==> config.mk <==
export PLATFORM = sky130hd
export DESIGN_NAME = uart_rx_monitor
export DESIGN_NICKNAME = d
export VERILOG_FILES = /design/src/rtl/uart_rx_pkg.sv /design/src/rtl/uart_rx_fifo.sv /design/src/rtl/uart_rx_monitor.sv
export SDC_FILE = /design/constraint.sdc
export NUM_CORES = 1
export LEC_CHECK = 0
export ABC_AREA = 1
export ABC_CLOCK_PERIOD_IN_PS = 2700
export CORE_ASPECT_RATIO = 0.9
export CORE_MARGIN = 8
export CORE_UTILIZATION = 50
export CTS_BUF_LIST = sky130_fd_sc_hd__clkbuf_4 sky130_fd_sc_hd__clkbuf_8
export DETAILED_ROUTE_END_ITERATION = 12
export PLACE_DENSITY = 0.71
export SYNTH_ARGS = -nofsm -noshare
export SYNTH_HDL_FRONTEND = slang
export SYNTH_SLANG_ARGS = --single-unit
==> constraint.sdc <==
create_clock -name wb_clk -period 2.7 [get_ports wb_clk]
set_input_delay 0.405 -clock wb_clk [delete_from_list [all_inputs] [get_ports wb_clk]]
set_output_delay 0.405 -clock wb_clk [all_outputs]
set_load 0.005 [all_outputs]
==> src/rtl/uart_rx_pkg.sv <==
// Shared FSM state encoding and sample-point / parity / saturation helpers for the UART receive monitor.
// The PARITY state exists only when UART_RX_PARITY_EN is defined.
package uart_rx_pkg;

    typedef enum logic [2:0] {
        ST_IDLE    = 3'd0,
        ST_START   = 3'd1,
        ST_DATA    = 3'd2,
`ifdef UART_RX_PARITY_EN
        ST_PARITY  = 3'd3,
`endif
        ST_STOP    = 3'd4,
        ST_RECOVER = 3'd5
    } rx_state_e;

    // Counter value at which the start bit is sampled (half a bit after the edge).
    function automatic int mid_sample(input int clks_per_bit);
        return clks_per_bit / 32'sd2 - 32'sd1;
    endfunction

    // Counter value at which every later bit is sampled (one full bit period apart).
    function automatic int full_sample(input int clks_per_bit);
        return clks_per_bit - 32'sd1;
    endfunction

    function automatic logic even_parity(input logic [7:0] data);
        return ^data;
    endfunction

    function automatic logic [7:0] sat_inc8(input logic [7:0] value);
        if (value == 8'hFF) begin
            return 8'hFF;
        end else begin
            return value + 8'd1;
        end
    endfunction

endpackage

==> src/rtl/uart_rx_fifo.sv <==
// Received-byte buffer: wrap-around pointers with an extra MSB to tell full from empty.
// A push while full is accepted only when a pop happens in the same cycle.
module uart_rx_fifo #(
    parameter int WIDTH = 8,
    parameter int DEPTH = 8
) (
    input  logic             clk,
    input  logic             rst,
    input  logic             push,
    input  logic             pop,
    input  logic [WIDTH-1:0] wdata,
    output logic [WIDTH-1:0] rdata,
    output logic             full,
    output logic             empty
);
    localparam int AW = $clog2(DEPTH);

    logic [WIDTH-1:0] mem_r [DEPTH];
    logic [AW:0]      wr_ptr_r;
    logic [AW:0]      rd_ptr_r;
    logic             do_push_s;
    logic             do_pop_s;

    assign empty     = (wr_ptr_r == rd_ptr_r);
    assign full      = (wr_ptr_r[AW] != rd_ptr_r[AW]) &&
                       (wr_ptr_r[AW-1:0] == rd_ptr_r[AW-1:0]);
    assign do_pop_s  = pop && !empty;
    assign do_push_s = push && (!full || do_pop_s);
    assign rdata     = empty ? '0 : mem_r[rd_ptr_r[AW-1:0]];

    // Pointer update; both may move in the same cycle
    always_ff @(posedge clk) begin
        if (rst) begin
            wr_ptr_r <= '0;
            rd_ptr_r <= '0;
        end else begin
            if (do_push_s) begin
                wr_ptr_r <= wr_ptr_r + 1'b1;
            end
            if (do_pop_s) begin
                rd_ptr_r <= rd_ptr_r + 1'b1;
            end
        end
    end

    // Storage write; contents are never observed while empty, so no reset needed
    always_ff @(posedge clk) begin
        if (do_push_s) begin
            mem_r[wr_ptr_r[AW-1:0]] <= wdata;
        end
    end

endmodule

==> src/rtl/uart_rx_monitor.sv <==
// UART receiver with frame/parity error accounting feeding a small byte FIFO.
// Define UART_RX_PARITY_EN to add an even-parity bit after the data bits.
module uart_rx_monitor
    import uart_rx_pkg::*;
#(
    parameter int CLKS_PER_BIT = 16,
    parameter int DATA_BITS    = 8,
    parameter int STOP_BITS    = 1,
    parameter int FIFO_DEPTH   = 8
) (
    input  logic                 wb_clk,
    input  logic                 wb_rst,
    input  logic                 i_rx,
    output logic [DATA_BITS-1:0] o_data,
    output logic                 o_vld,
    input  logic                 i_rdy,
    output logic                 o_frame_err,
    output logic                 o_overflow,
    output logic [7:0]           o_err_cnt
);
    localparam int              CNT_W    = $clog2(CLKS_PER_BIT);
    localparam logic [CNT_W-1:0] MID_CNT  = CNT_W'(mid_sample(CLKS_PER_BIT));
    localparam logic [CNT_W-1:0] FULL_CNT = CNT_W'(full_sample(CLKS_PER_BIT));

    logic                 sync1_r;
    logic                 sync2_r;
    logic                 prev_r;
    rx_state_e            state_r;
    logic [CNT_W-1:0]     clk_cnt_r;
    logic [3:0]           bit_cnt_r;
    logic [DATA_BITS-1:0] shift_r;
    logic                 push_r;
    logic                 frame_err_r;
    logic                 overflow_r;
    logic [7:0]           err_cnt_r;
    logic                 pop_s;
    logic                 full_s;
    logic                 empty_s;
    logic [DATA_BITS-1:0] fifo_data_s;

    // Two-flop synchroniser plus a delayed copy for falling-edge detection
    always_ff @(posedge wb_clk) begin
        if (wb_rst) begin
            sync1_r <= 1'b1;
            sync2_r <= 1'b1;
            prev_r  <= 1'b1;
        end else begin
            sync1_r <= i_rx;
            sync2_r <= sync1_r;
            prev_r  <= sync2_r;
        end
    end

    // Frame decoder; push and frame-error are single-cycle registered strobes
    always_ff @(posedge wb_clk) begin
        if (wb_rst) begin
            state_r     <= ST_IDLE;
            clk_cnt_r   <= '0;
            bit_cnt_r   <= 4'd0;
            shift_r     <= '0;
            push_r      <= 1'b0;
            frame_err_r <= 1'b0;
            err_cnt_r   <= 8'd0;
        end else begin
            push_r      <= 1'b0;
            frame_err_r <= 1'b0;
            case (state_r)
                ST_IDLE: begin
                    clk_cnt_r <= '0;
                    bit_cnt_r <= 4'd0;
                    if (prev_r && !sync2_r) begin
                        state_r <= ST_START;
                    end
                end
                ST_START: begin
                    if (clk_cnt_r == MID_CNT) begin
                        clk_cnt_r <= '0;
                        state_r   <= sync2_r ? ST_IDLE : ST_DATA;
                    end else begin
                        clk_cnt_r <= clk_cnt_r + 1'b1;
                    end
                end
                ST_DATA: begin
                    if (clk_cnt_r == FULL_CNT) begin
                        clk_cnt_r <= '0;
                        shift_r   <= {sync2_r, shift_r[DATA_BITS-1:1]};
                        if (bit_cnt_r == 4'(DATA_BITS - 1)) begin
                            bit_cnt_r <= 4'd0;
`ifdef UART_RX_PARITY_EN
                            state_r   <= ST_PARITY;
`else
                            state_r   <= ST_STOP;
`endif
                        end else begin
                            bit_cnt_r <= bit_cnt_r + 4'd1;
                        end
                    end else begin
                        clk_cnt_r <= clk_cnt_r + 1'b1;
                    end
                end
`ifdef UART_RX_PARITY_EN
                ST_PARITY: begin
                    if (clk_cnt_r == FULL_CNT) begin
                        clk_cnt_r <= '0;
                        if (sync2_r != even_parity(8'(shift_r))) begin
                            err_cnt_r <= sat_inc8(err_cnt_r);
                            state_r   <= ST_RECOVER;
                        end else begin
                            state_r   <= ST_STOP;
                        end
                    end else begin
                        clk_cnt_r <= clk_cnt_r + 1'b1;
                    end
                end
`endif
                ST_STOP: begin
                    if (clk_cnt_r == FULL_CNT) begin
                        clk_cnt_r <= '0;
                        if (!sync2_r) begin
                            frame_err_r <= 1'b1;
                            err_cnt_r   <= sat_inc8(err_cnt_r);
                            state_r     <= ST_RECOVER;
                        end else if (bit_cnt_r == 4'(STOP_BITS - 1)) begin
                            push_r      <= 1'b1;
                            state_r     <= ST_IDLE;
                        end else begin
                            bit_cnt_r   <= bit_cnt_r + 4'd1;
                        end
                    end else begin
                        clk_cnt_r <= clk_cnt_r + 1'b1;
                    end
                end
                // A held-low line (break) waits here so it counts as one error only
                ST_RECOVER: begin
                    if (sync2_r) begin
                        state_r <= ST_IDLE;
                    end
                end
                default: begin
                    state_r <= ST_IDLE;
                end
            endcase
        end
    end

    assign pop_s = !empty_s && i_rdy;

    // Sticky overflow: a good byte arrived with no room and no same-cycle pop
    always_ff @(posedge wb_clk) begin
        if (wb_rst) begin
            overflow_r <= 1'b0;
        end else if (push_r && full_s && !pop_s) begin
            overflow_r <= 1'b1;
        end
    end

    uart_rx_fifo #(
        .WIDTH (DATA_BITS),
        .DEPTH (FIFO_DEPTH)
    ) u_fifo (
        .clk   (wb_clk),
        .rst   (wb_rst),
        .push  (push_r),
        .pop   (pop_s),
        .wdata (shift_r),
        .rdata (fifo_data_s),
        .full  (full_s),
        .empty (empty_s)
    );

    assign o_data      = fifo_data_s;
    assign o_vld       = !empty_s;
    assign o_frame_err = frame_err_r;
    assign o_overflow  = overflow_r;
    assign o_err_cnt   = err_cnt_r;

endmodule

After elaboration in Yosys (flattened, before gate mapping):

Memories as Yosys holds them, arrays and structs flattened. A register that Yosys moved wholly into a read port is not among the register bits.
Index checks and enable logic that the tools add are counted.

* register bits after elaboration: 41
* memory bits (writable): 64
* input port bits: 4
* output and inout port bits: 19
* logic and storage cells: 92
* memories: 1

Memory list
* u_fifo.mem_r: words 8, bits a word 8, read ports 1, clocked after Yosys merged registers in 1, wr ports 1, RTL line uart_rx_fifo.sv:18 `logic [WIDTH-1:0] mem_r [DEPTH];`

* add/sub/neg operators: 5
* eq/ne operators: 20
* multiplexer cells: 27
* bitwise operators: 3
* reduce and logical (&&, ||, !) cells: 23

Operators with widths (number)
* $mux 3: 10
* $mux 4: 7
* $pmux 4 s3: 2
* $add 4x1->4 const B: 4
* $mux 8: 2
* $ne 2x2->1 const B: 8
* $pmux 3 s5: 1
* $add 8x1->8 const B: 1
* $eq 4x3->1 const B: 2
* $eq 8x8->1 const B: 1
* $logic_and 1x1->1: 7
* $reduce_and 7->1: 1
* $eq 3x3->1 const B: 2
* $reduce_bool 3->1: 2
* $reduce_and 5->1: 1
* $eq 4x4->1: 1
* $eq 4x4->1 const B: 1
* $logic_not 1->1: 4
* $logic_not 4->1: 1
* $mux 1: 4
* $reduce_or 4->1: 1
* $eq 3x1->1 const B: 1
* $eq 3x2->1 const B: 1
* $eq 3x3->1: 1
* other kinds (10): 12

Longest topological paths before layout:

* word-level depth: 8
* gate-level depth with buffers: 11
* mapped depth without buffers: 11

By module:

From an unflattened synthesis, not the netlist that was laid out.

* cells, all modules: 514
* area, all modules: 4817.1 um^2

Modules (own cells, without submodules)
* uart_rx_fifo: instances 1, cells an instance 284, area each 3153.0 um^2, seq. area each 2142.1 um^2
* uart_rx_monitor: instances 1, cells an instance 230, area each 1664.1 um^2, seq. area each 660.6 um^2

Least setup slack after synthesis:

OpenSTA, ideal clock, no wires.

* path kind: register to register
* start point: reg u_fifo.wr_ptr_r[0]
* end point: mem u_fifo.mem_r[0][0] (enable)
* library setup time: 0.383 ns
* arrival: 1.433 ns
* data required time: 2.317 ns
* slack: 0.884 ns
* cell stages (with the launch flop): 9
* buffers on the path: 1
* period minus slack after synthesis: 1.816 ns
* path through: dfxtp_1 -> buf_6 -> inv_2 -> nand2_1 -> nand2_1 -> nor2_4 -> nand3_4 -> nand2_4 -> nor3_1

* word-level cells in the longest chain between the ends: 8
* elaborated cells on any way between the ends: 11
* classes of those cells: eq/ne (2); mux (2); reduce/logical (7)

Ends and longest elaborated chain
* start: declaration: RTL line uart_rx_fifo.sv:19 `logic [AW:0] wr_ptr_r;`
* start signal: assignment: RTL line uart_rx_fifo.sv:38 `wr_ptr_r <= wr_ptr_r + 1'b1;`
* $eq 4x4->1: RTL line uart_rx_fifo.sv:24 `assign empty = (wr_ptr_r == rd_ptr_r);`
* $logic_not 1->1: RTL line uart_rx_fifo.sv:27, uart_rx_monitor.sv:146
* $logic_and 1x1->1: RTL line uart_rx_monitor.sv:146 `assign pop_s = !empty_s && i_rdy;`
* $logic_and 1x1->1: RTL line uart_rx_fifo.sv:27 `assign do_pop_s = pop && !empty;`
* $logic_or 1x1->1: RTL line uart_rx_fifo.sv:28 `assign do_push_s = push && (!full || do_pop_s);`
* $logic_and 1x1->1: RTL line uart_rx_fifo.sv:28
* $mux 1: RTL line uart_rx_fifo.sv:48 `if (do_push_s) begin`
* $mux 1 (implied by the code): RTL line uart_rx_fifo.sv:49 `mem_r[wr_ptr_r[AW-1:0]] <= wdata;`
* end: declaration: RTL line uart_rx_fifo.sv:18

Several ways; a longest one is shown, not always the timed one.

==> metrics.md <==
| Metric | Value |
|---|---|
| Result of the run | completed |
| Ratio of cells with drive above 1 in the final layout | between 10% and 20% |
| Headroom to the max-slew limit | 57.02% |
| Starting Density | between 50 and 60% |
| Detail-routed net length per standard cell | ~14 µm |
| Max IR drop VDD | roughly 320 µV |
| Routed met3 length | about 380 µm |
| Buffers on Ports | 22 |
| Area of the multi-input gates | about 0.0017 mm² |
| Hpwl dp | roughly 6.5 mm |
| Endpoints failing setup | 0 |
| Number of buffers created by CTS | 9 |
| Later-pin clock latency in the skew report | ~0.37 ns |
| Most used flip-flop cell after synthesis | edfxtp_1 |
| Ports placed on the boundary | 23 |
| TritonCTS clock tree | done |
| Yosys warning count | 0 |
| Clk sinks | ~110 |
| Data required time of the worst path | 2.30 ns |
| Antenna violations before repair | 0 |
| Flops & latches, synth | about 110 |
| Clk Tree Root Cell | clkbuf_8 |
| Worst setup margin | ~0.19 ns |
| Largest area contributor in the netlist | edfxtp_1 |
| Library cell with the highest instance count after synthesis | nor2_1 |
| Clk buf depth | 2 |
| Setup repair after global routing missed its margin | false |
| Total power per unit cell area | roughly 650 mW/mm² |
| Final cycle utilization of the critical path | between 90% and 100% |
| Worst Max-Slew Pin Slew | 0.6441 ns |
| Post-CTS clock slew at the launch and capture registers of the worst setup and hold paths | about 0.10 ns |
| Detail-routed via count per cell | slightly above 5 |
| Crit path max fanout | 32 |
| Synthesized netlist net count | around 520 |
| Final estimated routing congestion in global placement | between 0.8 and 0.9 |
| Critical path start-end classification | flop to primary output |
| Post-Syn Area per Cell | approximately 9.4 µm² |
| Final global-route overflow total | 0 |
| Number of post-CTS setup repair buffers | 0 |
| Detailed-route wire length | between 9 and 10 mm |
| Number of distinct library cells after synthesis | 36 |
| Final max-slew violation count | 0 |
| Startpoint type of the worst setup path | flop |
| DIE AREA | roughly 0.013 mm² |
| Highest Signal Layer | met4 |
| Share of flip-flops with an asynchronous set or reset after synthesis | 0% |
| Max_cap viols | 0 |
| Gate count after technology mapping | 506 |
| Number of nets with antenna violations after routing | 0 |
| Worst slack at placement | 0.4753 ns |
| Area inside the core boundary | 0.009487 mm² |
| Achievable clock frequency | roughly 0.4 GHz |
| Critical Path AT | about 2.1 ns |
| Register area | between 0.002 and 0.003 mm² |
| Type of the tightest min-delay check | flop to flop |
| Commonest cells in the netlist | 97 x nor2_1, 81 x nand2_1, 64 x edfxtp_1 |
| Wire length on met2 | approximately 4.7 mm |
| Vias in the first global route | between 3k and 4k |
| Die height | ~110 µm |
| Number of fill cells | approximately 830 |
| Crit path capture type | primary output |
| Row count | 34 |
| Sequential element share of the synthesized area | between 50% and 60% |
| Die boundary width | 119.0 µm |
| Cell area after synthesis | 0.004777 mm² |
| Antenna Diode Count | 0 |
| Number of flops mapped to enable cells by yosys | 64 |
| Initial DRC Count | around 260 |
| Total design power | between 3000 and 4000 µW |
| GR Util All Layers | between 15 and 20% |
| Largest clock skew in the final design | 0.01778 ns |
| Vias after detailed routing | ~3.4k |
| Number of hold violations in the final report | 0 |
| Number of DRC violations after detailed routing | 0 |
| Signed area change from the synthesized netlist to the final layout | 11.97% |
| Final #Nets | roughly 540 |
| Clock H-tree levels | 3 |
| Top cell type's share of synthesized area | between 40% and 50% |
| Final setup TNS | 0 ns |
| Post-layout min period | 2.509 ns |
| Leakage power summed over all cells | between 0.0015 and 0.002 µW |
| Maximum number of pins on one net before global-route repair | 33 |
| Number of search-and-repair iterations in the first detailed-routing pass | 5 |
| Detailed-route wire length on metal 1 | approximately 4.2 mm |
| Leading cell types by total area after synthesis | edfxtp_1 40%, dfxtp_1 18%, nor2_1 7.6%, nand2_1 6.4%, o21ai_0 4.8% |
| Wire length of the first global-routing pass | about 16 mm |
[where the power goes]
| part | leakage, µW | switching, µW | internal, µW | total (µW) |
|---|---|---|---|---|
| logic | 0.000891 | 431 | 229 | 661 |
| clock network | 0.000101 | 548 | 441 | 989 |
| registers | 0.000797 | 57.8 | 1770 | 1830 |
[flip-flops by register name, indices dropped and copies added, names as in the netlist, named ones only]
register         count
u_fifo.mem_r        64
o_err_cnt            8
shift_r              8
bit_cnt_r            4
clk_cnt_r            4
u_fifo.rd_ptr_r      4
u_fifo.wr_ptr_r      4
state_r              3
o_frame_err          1
o_overflow           1
prev_r               1
push_r               1
sync1_r              1
sync2_r              1
[stage by stage]
stage          utilization [%]  instance area (µm²)  cells  hold slack (ns)
4_1_cts                  56.29                 5340    665           0.4388
5_1_grt                  56.38                 5349    665           0.4441
3_3_place_gp             54.17                 5139    649           0.3933
2_1_floorplan                -                 4777    506           0.3895
6_report                 56.38                 5349    665           0.4290
3_5_place_dp             54.17                 5139    649           0.4125
[layout by cell type (no fill, tap or decap), types with 8 or more instances in the layout]
| master | count |
|---|---|
| nand3_1 | 30 |
| nor2_1 | 97 |
| o21ai_0 | 46 |
| dfxtp_1 | 43 |
| clkdlybuf4s50_1 | 22 |
| clkbuf_8 | 9 |
| o211ai_1 | 9 |
| nand2_1 | 81 |
| inv_1 | 28 |
| o22ai_1 | 8 |
| a21oi_1 | 25 |
| edfxtp_1 | 64 |
| buf_4 | 12 |
[worst max-delay path, cell delays in order (launching register included)]
cell and delay (ns):
dfxtp_1 0.34, buf_4 0.29, o21ai_0 0.17, o211ai_1 0.27, nand2_1 0.08, nor2_1 0.09, clkdlybuf4s50_1 0.51
[cell type report]
| type | count | area share (%) |
|---|---|---|
| clock inverter | 7 | 1.450 |
| sequential | 108 | 52.42 |
| multi-input combinational | 347 | 32.68 |
| timing repair buffer | 34 | 5.801 |
| inverter | 34 | 2.386 |
| clock buffer | 9 | 2.316 |
| tap | 126 | 2.947 |
[per-layer routing]
| metal | GRT usage [%] | vias up |
|---|---|---|
| li1 | - | 1765 |
| met3 | 4.296 | 8 |
| met1 | 17.96 | 1605 |
| met2 | 25.53 | 55 |
| met4 | 6.222 | 0 |
| met5 | 0 | - |
[cells by family after synthesis]
logic type | synth area share [%]
AO/OA/AOI/OAI | 10.66
XOR/XNOR | 1.441
adder cells (fa/ha/maj) | 1.571
buffers and inverters | 4.897
flip-flops | 58.67
AND/OR/NAND/NOR | 22.76
[final timing paths]
check / from / endpoint / slack [ns] / cells after the start
setup / recovery: flop / o_data[0] / 0.19 / 6
hold / removal: sync1_r / sync2_r / 0.43 / 1
setup reg to reg: u_fifo.wr_ptr_r[2] / u_fifo.mem_r[2][2] / 1.07 / 5
hold reg to reg: sync1_r / sync2_r / 0.43 / 1
[what timing repair did]
action,4_1_cts,5_1_grt
resized for setup,0,2
endpoints found under the setup margin,0,8
hold buffers,0,0
No activity file was read; power rests on OpenSTA's default activity.
